==> src/rtl/bp_be_npc_redirect.sv <==
// rtl/bp_be_npc_redirect.sv - back-end expected-NPC tracker and front-end redirect issuer
module bp_be_npc_redirect #(
  parameter int                       vaddr_width_p = 39,
  parameter logic [vaddr_width_p-1:0] reset_pc_p    = 39'h00_8000_0000,
  parameter int                       cnt_width_p   = 16
) (
  input  logic                     clk_i,
  input  logic                     reset_n_i,
  input  logic                     br_v_i,
  input  logic                     br_branch_i,
  input  logic                     br_btaken_i,
  input  logic [vaddr_width_p-1:0] br_npc_i,
  input  logic                     inst_v_i,
  input  logic [vaddr_width_p-1:0] inst_pc_i,
  output logic                     flush_o,
  output logic                     redirect_v_o,
  input  logic                     redirect_ready_i,
  output logic [vaddr_width_p-1:0] redirect_npc_o,
  output logic                     redirect_branch_o,
  output logic                     redirect_btaken_o,
  input  logic                     fe_done_i,
  output logic [vaddr_width_p-1:0] npc_o,
  output logic [cnt_width_p-1:0]   mispredict_cnt_o
);

  typedef enum logic [1:0] {
    e_run  = 2'd0,
    e_send = 2'd1,
    e_wait = 2'd2
  } state_e;

  state_e                   state_q, state_d;
  logic [vaddr_width_p-1:0] npc_q, npc_d;
  logic                     last_branch_q, last_branch_d;
  logic                     last_btaken_q, last_btaken_d;
  logic [vaddr_width_p-1:0] redirect_npc_q, redirect_npc_d;
  logic                     redirect_branch_q, redirect_branch_d;
  logic                     redirect_btaken_q, redirect_btaken_d;
  logic [cnt_width_p-1:0]   cnt_q, cnt_d;

  logic [vaddr_width_p-1:0] exp_npc;
  logic                     mismatch;

  // A packet arriving alongside an instruction is the newer truth, so it wins.
  assign exp_npc  = br_v_i ? br_npc_i : npc_q;
  assign mismatch = (state_q == e_run) & inst_v_i & (inst_pc_i != exp_npc);

  always_comb begin
    state_d           = state_q;
    npc_d             = npc_q;
    last_branch_d     = last_branch_q;
    last_btaken_d     = last_btaken_q;
    redirect_npc_d    = redirect_npc_q;
    redirect_branch_d = redirect_branch_q;
    redirect_btaken_d = redirect_btaken_q;
    cnt_d             = cnt_q;

    unique case (state_q)
      e_run: begin
        if (br_v_i) begin
          npc_d         = br_npc_i;
          last_branch_d = br_branch_i;
          last_btaken_d = br_btaken_i;
        end
        if (mismatch) begin
          redirect_npc_d    = exp_npc;
          redirect_branch_d = br_v_i ? br_branch_i : last_branch_q;
          redirect_btaken_d = br_v_i ? br_btaken_i : last_btaken_q;
          cnt_d             = (cnt_q == '1) ? cnt_q : cnt_q + cnt_width_p'(1);
          state_d           = e_send;
        end
      end
      e_send: begin
        if (redirect_ready_i) state_d = e_wait;
      end
      e_wait: begin
        if (fe_done_i) state_d = e_run;
      end
      default: state_d = e_run;
    endcase
  end

  always_ff @(posedge clk_i or negedge reset_n_i) begin
    if (!reset_n_i) begin
      state_q           <= e_run;
      npc_q             <= reset_pc_p;
      last_branch_q     <= 1'b0;
      last_btaken_q     <= 1'b0;
      redirect_npc_q    <= reset_pc_p;
      redirect_branch_q <= 1'b0;
      redirect_btaken_q <= 1'b0;
      cnt_q             <= '0;
    end else begin
      state_q           <= state_d;
      npc_q             <= npc_d;
      last_branch_q     <= last_branch_d;
      last_btaken_q     <= last_btaken_d;
      redirect_npc_q    <= redirect_npc_d;
      redirect_branch_q <= redirect_branch_d;
      redirect_btaken_q <= redirect_btaken_d;
      cnt_q             <= cnt_d;
    end
  end

  assign flush_o           = (state_q != e_run);
  assign redirect_v_o      = (state_q == e_send);
  assign redirect_npc_o    = redirect_npc_q;
  assign redirect_branch_o = redirect_branch_q;
  assign redirect_btaken_o = redirect_btaken_q;
  assign npc_o             = npc_q;
  assign mispredict_cnt_o  = cnt_q;

endmodule

==> config.mk <==
export PLATFORM = sky130hd
export DESIGN_NAME = bp_be_npc_redirect
export DESIGN_NICKNAME = d
export VERILOG_FILES = /design/src/rtl/bp_be_npc_redirect.sv
export SDC_FILE = /design/constraint.sdc
export NUM_CORES = 1
export LEC_CHECK = 0
export BUFFER_PORTS_ARGS = -buffer_cell sky130_fd_sc_hd__buf_2
export CAP_MARGIN = 10
export CORE_MARGIN = 10
export CORE_UTILIZATION = 40
export DETAILED_ROUTE_END_ITERATION = 10
export HOLD_SLACK_MARGIN = 0.1
export PLACE_DENSITY = 0.68
export SETUP_SLACK_MARGIN = 0.02
export SLEW_MARGIN = 20
export SYNTH_ARGS = -nofsm -noshare
export SYNTH_HDL_FRONTEND = slang
export SYNTH_SLANG_ARGS = --single-unit
==> constraint.sdc <==
create_clock -name clk_i -period 2.29 [get_ports clk_i]
set_input_delay 0.458 -clock clk_i [delete_from_list [all_inputs] [get_ports clk_i]]
set_output_delay 0.458 -clock clk_i [all_outputs]
set_load 0.1 [all_outputs]
==> qor.txt <==
outcome = finished with violations
failing checks = negative setup slack
core footprint = 11400 um^2
syn avg cell area = 11.6 um^2
number of global-route vias before repair = 4370
Antenna Violating Nets Remaining = 0
Port Buf Inserts = 183
Util after Layout = 0.640
crit path launch type = input pin
FF+latch count, synth = 100
die width = 128 um
CTS max path bufs = 2
WP data required = 2.52 ns
Hold/Removal Path Class = input pin to flop
Syn Inst Count = 405
CTS Root Cell = clkbuf_16
GRT Resource Usage Total = 0.180
Sink Count = 100
Seq/Total Area, Yosys = 0.535
clk_lat worst skew = 0.35 ns
CTS tree = built
GPL Wtd Cong = 0.857
DP HPWL = 11200 um
initial antenna violation count = 0
Synth Warn # = 0
Synth top area share = 0.524
clock buffer count from CTS = 9
Setup WS pre-CTS = -0.632 ns
Initial DRC Count = 261
Nets = 741
first-pass iteration count of the detailed router = 4
Clock transition at path regs = 0.07 ns
Fin. Hold Viols = 0
fin cells = 802
DRC violations left = 0
commonest non-fill, non-tap cell in the layout = buf_2
Vias per Instance = 5.16
Synth Cell Area = 4680 um^2
minimum clock period = 2.46 ns
Fillers = 919
CP endpoint kind = flop
# diodes = 0
syn_nets = 492
Setup Viol. Count Final = 58
final hold slack = 0.303 ns
WS Path Type = input pin to flop
Slew @ Worst Pin = 0.537 ns
drt wl/cell = 20.0 um
unrepaired setup endpoints after global routing = yes
Placed Cells = 757
overflow left after global routing = 0
highest-count cells in the layout ignoring fill and taps = buf_2, dfrtp_1, nand2_1, buf_4, dfrtp_2
Slew Limit Headroom = 0.645
Fmax = 406 MHz
I/O pin total = 184
clock skew = 0.00841 ns
Die ar. = 16400 um^2
number of library cell types mapped by synthesis = 30
H-tree level count = 3
largest net degree at the start of global routing = 50
Synth area leader = dfrtp_1
first-pass GRT wire length = 23400 um
critical-path maximum fanout = 6
final wirelength = 16100 um
final period utilization = 1.08
starting utilization of the core area = 0.410
Cell Rows = 39
layout cell share with drive strength beyond 1 = 0.622
most area-consuming cells after synthesis = dfrtp_1, mux2_2, mux2i_1
synth-to-layout area growth = 56.0%
Max-Cap Viols = 0
final worst setup slack = -0.172 ns
DR vias = 4139
height of the die = 128 um
crit path DAT = 2.70 ns
fin. max-slew vios = 0
area by class of cell:
type | count | area (um^2) | area share
clock inverter | 3 | 46.3 | 0.00634
timing repair buffer | 258 | 1870 | 0.256
multi-input combinational | 280 | 2370 | 0.324
clock buffer | 13 | 250 | 0.0343
inverter | 5 | 18.8 | 0.00257
sequential | 100 | 2570 | 0.352
tap | 143 | 179 | 0.0245
metrics by stage:
step	cell area (um^2)	TNS, ns
6_report	7300	-6.53
5_1_grt	7300	-11.67
4_1_cts	6820	-5.73
3_5_place_dp	6250	-31.78
3_3_place_gp	6250	-30.17
2_1_floorplan	4890	-6.69
kinds of logic after synthesis:
logic type,Yosys count,share of synthesized area
XOR/XNOR,51,0.0954
adder cells (fa/ha/maj),1,0.00267
AND/OR/NAND/NOR,97,0.0946
buffers and inverters,25,0.0299
multiplexers,80,0.182
flip-flops,100,0.535
AO/OA/AOI/OAI,51,0.0607
cell usage after synthesis, drive strengths merged:
cell / n
xnor2: 40
inv: 5
dfrtp: 98
ha: 1
mux2: 39
mux2i: 41
xor2: 11
nand3: 7
clkbuf: 2
and3: 1
nand4: 2
buf: 18
dfstp: 2
nor4: 14
nand2: 50
a21oi: 3
nor3: 6
nor2: 11
o31a: 1
o311ai: 1
o21ai: 45
and2: 1
nand2b: 2
a22o: 1
nor4b: 1
nor3b: 2
final timing paths:
| path | startpoint | endpoint | slack, ns | depth (start not counted) |
|---|---|---|---|---|
| worst max-delay path | br_v_i | mispredict_cnt_o[14] | -0.17 | 12 |
| worst min-delay path | redirect_ready_i | state_q[0] | 0.30 | 2 |
| worst max register to register | npc_o[23] | mispredict_cnt_o[14] | -0.15 | 9 |
| worst min register to register | redirect_npc_o[37] | redirect_npc_o[37] | 0.48 | 2 |
| max in group asynchronous | reset_n_i | npc_o[31] | 0.91 | 3 |
| min in group asynchronous | reset_n_i | redirect_npc_o[21] | 0.66 | 2 |
what timing repair did:
action / CTS / global route
resized for setup: 34 / 32
hold endpoints to repair: 31 / 0
endpoints found under the setup margin: 58 / 58
gates cloned: 3 / 9
pin swaps: 7 / 7
setup buffers: 2 / 14
hold buffers: 1 / 0
critical path, cell delays in order:
cell,delay [ns]
buf_12,0.11
buf_12,0.13
buf_16,0.15
mux2i_4,0.19
xnor2_1,0.14
nor4_2,0.30
nand4_1,0.25
o311ai_4,0.32
buf_4,0.19
buf_12,0.12
nor4_2,0.05
mux2_2,0.27
routing by layer:
metal / vias to the layer above / global-route usage / routed length (um)
met5: - / 0 / 0
met4: 0 / 0.0530 / 257
met3: 20 / 0.0691 / 1280
met2: 167 / 0.294 / 7970
met1: 2038 / 0.215 / 6570
li1: 1914 / - / -
sequential cells by signal (all words and copies together) (netlist names):
signal             count
npc_o                 39
redirect_btaken_o      1
last_btaken_q          1
redirect_npc_o        39
last_branch_q          1
state_q                2
redirect_branch_o      1
mispredict_cnt_o      16
Power is not shown: default switching activity piles up to over one toggle a cycle in this logic, so the estimate is an artifact.
